**src/rtl/mem_arbiter.sv**
```systemverilog
// Arbitrates one single-port synchronous SRAM between the CPU instruction-fetch and data ports.
// One access is in flight at a time: IDLE -> GRANT -> (WAIT -> RESP) -> IDLE.
module mem_arbiter #(
    parameter int ADDR_W   = 32,
    parameter int MEM_LAT  = 1,
    parameter int ARB_MODE = 0
) (
    input  logic              clk,
    input  logic              rst_n,
    input  logic              i_req,
    input  logic [ADDR_W-1:0] i_addr,
    output logic              i_gnt,
    output logic              i_rvalid,
    output logic [31:0]       i_rdata,
    input  logic              d_req,
    input  logic [3:0]        d_we,
    input  logic [ADDR_W-1:0] d_addr,
    input  logic [31:0]       d_wdata,
    output logic              d_gnt,
    output logic              d_rvalid,
    output logic [31:0]       d_rdata,
    output logic              mem_cs,
    output logic [3:0]        mem_we,
    output logic [ADDR_W-3:0] mem_addr,
    output logic [31:0]       mem_wdata,
    input  logic [31:0]       mem_rdata,
    output logic              busy
);

    typedef enum logic [1:0] {
        IDLE  = 2'd0,
        GRANT = 2'd1,
        WAIT  = 2'd2,
        RESP  = 2'd3
    } state_e;

    localparam logic [1:0] CNT_INIT = 2'(MEM_LAT - 1);

    state_e            state_q;
    logic              owner_q;
    logic              last_gnt_q;
    logic [1:0]        cnt_q;
    logic              i_gnt_q;
    logic              i_rvalid_q;
    logic [31:0]       i_rdata_q;
    logic              d_gnt_q;
    logic              d_rvalid_q;
    logic [31:0]       d_rdata_q;
    logic              mem_cs_q;
    logic [3:0]        mem_we_q;
    logic [ADDR_W-3:0] mem_addr_q;
    logic [31:0]       mem_wdata_q;
    logic              busy_q;
    logic              win_d;
    logic              unused_addr_bits;

    assign unused_addr_bits = ^{i_addr[1:0], d_addr[1:0]};

    // Winner of the IDLE-cycle arbitration; 1 selects the data port.
    always_comb begin
        win_d = 1'b0;
        if (d_req && !i_req) begin
            win_d = 1'b1;
        end else if (d_req && i_req) begin
            win_d = (ARB_MODE == 1) ? 1'b1 : !last_gnt_q;
        end
    end

    always_ff @(posedge clk or negedge rst_n) begin
        if (!rst_n) begin
            state_q     <= IDLE;
            owner_q     <= 1'b0;
            last_gnt_q  <= 1'b1;
            cnt_q       <= 2'd0;
            i_gnt_q     <= 1'b0;
            i_rvalid_q  <= 1'b0;
            i_rdata_q   <= 32'd0;
            d_gnt_q     <= 1'b0;
            d_rvalid_q  <= 1'b0;
            d_rdata_q   <= 32'd0;
            mem_cs_q    <= 1'b0;
            mem_we_q    <= 4'd0;
            mem_addr_q  <= '0;
            mem_wdata_q <= 32'd0;
            busy_q      <= 1'b0;
        end else begin
            i_gnt_q    <= 1'b0;
            d_gnt_q    <= 1'b0;
            i_rvalid_q <= 1'b0;
            d_rvalid_q <= 1'b0;
            mem_cs_q   <= 1'b0;
            mem_we_q   <= 4'd0;
            case (state_q)
                IDLE: begin
                    if (i_req || d_req) begin
                        state_q     <= GRANT;
                        busy_q      <= 1'b1;
                        owner_q     <= win_d;
                        mem_cs_q    <= 1'b1;
                        i_gnt_q     <= !win_d;
                        d_gnt_q     <= win_d;
                        mem_addr_q  <= win_d ? d_addr[ADDR_W-1:2] : i_addr[ADDR_W-1:2];
                        mem_we_q    <= win_d ? d_we : 4'd0;
                        mem_wdata_q <= win_d ? d_wdata : 32'd0;
                    end
                end
                GRANT: begin
                    last_gnt_q <= owner_q;
                    // Only a data-port write ever has a nonzero strobe here.
                    if (mem_we_q != 4'd0) begin
                        state_q <= IDLE;
                        busy_q  <= 1'b0;
                    end else begin
                        state_q <= WAIT;
                        cnt_q   <= CNT_INIT;
                    end
                end
                WAIT: begin
                    if (cnt_q == 2'd0) begin
                        state_q <= RESP;
                        if (owner_q) begin
                            d_rdata_q  <= mem_rdata;
                            d_rvalid_q <= 1'b1;
                        end else begin
                            i_rdata_q  <= mem_rdata;
                            i_rvalid_q <= 1'b1;
                        end
                    end else begin
                        cnt_q <= cnt_q - 2'd1;
                    end
                end
                RESP: begin
                    state_q <= IDLE;
                    busy_q  <= 1'b0;
                end
                default: begin
                    state_q <= IDLE;
                    busy_q  <= 1'b0;
                end
            endcase
        end
    end

    assign i_gnt     = i_gnt_q;
    assign i_rvalid  = i_rvalid_q;
    assign i_rdata   = i_rdata_q;
    assign d_gnt     = d_gnt_q;
    assign d_rvalid  = d_rvalid_q;
    assign d_rdata   = d_rdata_q;
    assign mem_cs    = mem_cs_q;
    assign mem_we    = mem_we_q;
    assign mem_addr  = mem_addr_q;
    assign mem_wdata = mem_wdata_q;
    assign busy      = busy_q;

endmodule

```
**config.mk**
```make
export PLATFORM = sky130hd
export DESIGN_NAME = mem_arbiter
export DESIGN_NICKNAME = d
export VERILOG_FILES = /design/src/rtl/mem_arbiter.sv
export SDC_FILE = /design/constraint.sdc
export NUM_CORES = 1
export LEC_CHECK = 0
export CORE_AREA = 2 2 137 139
export CTS_BUF_LIST = sky130_fd_sc_hd__clkbuf_8
export DETAILED_ROUTE_END_ITERATION = 10
export DIE_AREA = 0 0 139 141
export MAX_ROUTING_LAYER = met4
export SLEW_MARGIN = 30
export SYNTH_ARGS = -nofsm -noshare
export SYNTH_HDL_FRONTEND = slang
export SYNTH_SLANG_ARGS = --single-unit
```
**constraint.sdc**
```tcl
create_clock -name clk -period 2.5 [get_ports clk]
set_clock_uncertainty 0.2 [all_clocks]
set_input_delay 0.375 -clock clk [delete_from_list [all_inputs] [get_ports clk]]
set_output_delay 0.375 -clock clk [all_outputs]
set_load 0.02 [all_outputs]
```
Word-level counts from Yosys, hierarchy flattened --
Index checks and enable logic that the tools add are counted.
Storage, ports and cells: flip-flop bits (word level) 142, latch bits 0, bits in writable memories 0, ROM bits 0, output and inout bits 136, logic and storage cells 71, memories kept 0
Cells by class: add/sub/neg operators 1, multiply operators 0, div/mod/pow operators 0, magnitude comparators 0, equal/unequal tests 8, shift-type cells 0, mux-type cells 29, bitwise logic cells 1, reduce and logical (&&, ||, !) cells 17
Operator list (count):
- $mux W32 | 1
- $mux W30 | 1
- $mux W1 | 16
- $mux W4 | 3
- $reduce_and A3 Y1 | 4
- $mux W2 | 5
- $ne A2 B2 Y1 const B | 5
- $pmux W2 S4 | 1
- $eq A2 B2 Y1 const B | 2
- $logic_not A2 Y1 | 2
- $pmux W2 S2 | 1
- $reduce_and A2 Y1 | 2
- $reduce_bool A4 Y1 | 1
- $logic_not A1 Y1 | 3
- $pmux W1 S3 | 1
- $reduce_bool A3 Y1 | 1
- $eq A2 B1 Y1 const B | 1
- $logic_and A1 B1 Y1 | 2
- $reduce_bool A2 Y1 | 1
- $sub A2 B1 Y2 const B | 1
- $logic_or A1 B1 Y1 | 1
- $not A1 Y1 | 1

Logic depth before layout (Yosys ltp) --
depth in word-level cells 6, mapped depth 7

Least setup slack after synthesis --
OpenSTA, ideal clock, no wires.
kind reg-to-reg, start point register state_q[0], end point register i_rdata_q[22] (netlist: i_rdata[22]), library setup time 0.128 ns, arrival time 1.468 ns, required time 2.172 ns, setup slack 0.704 ns, cell stages (with the launch flop) 7, path buffers 2, cell sequence dfrtp_1 inv_1 ha_1 buf_2 nand3b_2 buf_2 mux2_1
Between the ends: cells in the longest elaborated chain, start to end 2
RTL lines:
- start, declared | RTL line 39 | state_e state_q;
- start signal, assigned | RTL line 71 | state_q <= IDLE;
- start signal, assigned | RTL line 96 | state_q <= GRANT;
- start signal, assigned | RTL line 111 | state_q <= IDLE;
- $eq A2 B2 Y1 | RTL line 93 | case (state_q)
- $reduce_and A3 Y1 (no line)
- end signal, assigned | RTL line 125 | i_rdata_q <= mem_rdata;
- end, declared | RTL line 45 | logic [31:0] i_rdata_q;
Every way passes these cells. A chain may end at the register's enable or synchronous reset.

Final worst setup path --
start point register state_q[0], end point register d_rdata_q[18] (netlist: d_rdata[18])
Between the ends: cells in the longest elaborated chain, start to end 2
RTL lines:
- $eq A2 B2 Y1 | RTL line 93
- $reduce_and A3 Y1 (no line)
- end signal, assigned | RTL line 122 | d_rdata_q <= mem_rdata;
- end, declared | RTL line 48 | logic [31:0] d_rdata_q;
Every way passes these cells.

==> flow_metrics.py <==
metrics = {
    "outcome": {
        "status": "finished, final reports clean",
    },
    "global_routing": {
        "gr-usage-all-layers_pct": 16.24,
        "grt_pass1_vias": 4513,
        "antenna_found_initial": 0,
        "grt_overflow_total": 0,
        "grt_max_degree": 60,
        "grt_pass1_wl_mm": 24.12,
    },
    "setup_path": {
        "criticalPathCategory": "flop to flop",
        "cp.arrival_ns": 2.32,
        "worstPathRequired_ns": 2.63,
        "end_kind": "flop",
        "cp_max_fo": 23,
        "critPathLaunchType": "flop",
    },
    "synthesis": {
        "synth-edff-count": 0,
        "syn-cell-area_um2": 5520,
        "yosys.area.top_type": "dfrtp_1",
        "yosys_most_used_dff": "dfrtp_1",
        "post-synth-top-area-fraction_pct": 63.92,
        "ys_warn_count": 0,
        "synth_seq_area_share_pct": 64.39,
        "avgSynthCellArea_um2": 14.84,
        "synthTopCellsByArea": "dfrtp_1, mux2_1, a221o_1",
        "ys_ff_latch": 142,
        "syn_nets": 513,
        "netlist_instances": 372,
        "synth_cell_types": 35,
        "synthArstFlopShare_pct": 100.0,
    },
    "hold_path": {
        "min_path_type": "input port to asynchronous set/reset pin",
    },
    "run": {
        "cap_violations": 0,
    },
    "sta": {
        "rsz0062_at_grt": "no",
        "slew_viol_final": 0,
        "setup_viol": 0,
        "min_period_over_period_pct": 87.27,
        "tightest_slew_ns": 0.5521,
        "min_period_ns": 2.182,
        "slew_headroom_pct": 63.20,
        "hold_violations": 0,
        "fin_setup_tns_ns": 0,
        "fmax_mhz": 458.4,
    },
    "final_layout": {
        "nNetsFinal": 786,
        "final_cell_mix": "clkdlybuf4s50_1, dfrtp_1, mux2_1",
        "syn2layout_area_growth_pct": 61.42,
        "drive_gt1_share_pct": 7.599,
        "final_common_cell": "clkdlybuf4s50_1",
        "diodes": 0,
        "postLayoutCoreUtil_pct": 48.78,
        "postLayoutCellArea_um2": 8911,
    },
    "power_and_ir_drop": {
        "vdd_ir_drop_max_mv": 0.5896,
        "totalPowerFinal_mw": 11.32,
        "cellPowerDensity_nw_per_um2": 1271,
        "p_leak_nw": 3.781,
    },
    "cts": {
        "cts-buffers-inserted": 17,
        "worstSkewPairLatency_ns": 0.45,
        "post_cts_resize_count": 0,
        "cts_setup_buffers": 0,
        "clockBufferDepth": 2,
        "cts_root_buf": "clkbuf_8",
        "h-tree-depth": 4,
        "clock-sinks": 142,
        "cts_tree": "yes",
        "clk_pin_slew_worst_paths_ns": 0.08,
    },
    "detailed_routing": {
        "drcViolationCount": 0,
        "wl_per_cell_um": 16.92,
        "drtAntennaViolNets": 0,
        "vias": 4151,
        "dr.pass1.iters": 4,
        "viasPerCell": 4.654,
        "routed_wl_mm": 15.09,
        "drtIter0Drc": 113,
    },
    "placed_design": {
        "hpwl_mm": 10.82,
        "gp_congestion": 0.8064,
        "placed_area_um2": 8521,
        "numPortBuffers": 267,
    },
    "floorplanning": {
        "fp.dieH_um": 141,
        "die_area_um2": 19600,
        "ios": 272,
        "die_w_um": 139,
        "fp-row-count": 50,
        "coreArea_um2": 18270,
        "start_util_pct": 30.22,
    },
}
-- final timing paths --
kind / start / endpoint / slack, ns / depth (start not counted)
max in group asynchronous: rst_n / i_rdata[17] / 1.04 / 3
worst min register to register: d_rdata[31] / d_rdata[31] / 0.29 / 1
min in group clk: d_we[2] / mem_we[2] / 0.27 / 2
worst min-delay path: rst_n / busy / 0.27 / 2
worst max-delay path: state_q[0] / d_rdata[18] / 0.32 / 5
worst max register to register: state_q[0] / d_rdata[18] / 0.32 / 5
-- cells in the mapped netlist (3+ instances only) --
cell type  instances
clkbuf_1           3
buf_2             15
nand2_1            4
ha_1               5
mux2_1            64
inv_2              3
dfrtp_1          141
inv_1              6
nand3_1            3
and2_0            23
nor2_1             5
buf_4              4
and2_1            11
a221o_1           31
a22o_1            32
-- area by class of cell --
cell class / instances / area [um2]
fillers: 1563 / 9356
flip-flops and latches: 142 / 3555
repair buffers: 277 / 2826
multi-input cells: 198 / 1823
well taps: 234 / 292.8
clock buffers: 17 / 234.0
clock inverters: 15 / 146.4
inverters: 9 / 33.78
-- registers in the layout, summed over array words and instances (netlist names), named ones only --
register,cells
state_q,1
cnt_q,2
d_rdata,32
mem_we,4
i_rvalid,1
d_gnt,1
mem_addr,30
busy,1
d_rvalid,1
owner_q,1
last_gnt_q,1
i_rdata,32
i_gnt,1
mem_cs,1
mem_wdata,32
-- timing repair --
action | in CTS | in global routing
endpoints found under the hold margin | 56 | 0
setup endpoints to repair | 0 | 0
hold buffers | 1 | 0
-- metal layers --
layer / wire [um] / vias to the layer above / part of all wire, % / global-route usage (%)
met3: 961 / 16 / 6.4 / 5.197
met4: 197 / 0 / 1.3 / 4.572
li1: - / 1909 / - / -
met5: 0 / - / 0 / -
met2: 7181 / 186 / 48 / 26.00
met1: 6749 / 2040 / 45 / 19.91
-- per-stage QoR --
| stage | setup slack (ns) | instances | hold WS [ns] |
|---|---|---|---|
| 3_5_place_dp | 0.2732 | 859 | 0.1956 |
| 5_1_grt | 0.1593 | 892 | 0.2353 |
| 2_1_floorplan | 0.7040 | 372 | -0.1206 |
| 6_report | 0.3183 | 892 | 0.2699 |
| 4_1_cts | 0.2799 | 892 | 0.2323 |
| 3_3_place_gp | 0.3428 | 859 | 0.1872 |
-- power by group --
group / leakage [nW] / internal, mW / total, mW / switching [mW]
registers: 1.74 / 3.35 / 3.92 / 0.572
clock network: 0.199 / 0.880 / 1.79 / 0.911
logic: 1.84 / 2.90 / 5.61 / 2.71
-- worst max-delay path, stage by stage, from the launching register on --
cell and delay, ns:
dfrtp_1 0.43, inv_1 0.10, ha_1 0.35, nand3_2 0.36, buf_12 0.29, mux2_1 0.33
-- logic make-up after synthesis --
| kind of cell | count (synthesis) | share of synthesized area, % |
|---|---|---|
| mux | 65 | 13.24 |
| compound gates | 76 | 12.69 |
| flops | 142 | 64.39 |
| simple gates | 52 | 5.621 |
| buf+inv | 32 | 2.924 |
| fa+ha+maj | 5 | 1.133 |
Note: power is estimated with default switching activity, not from simulation.
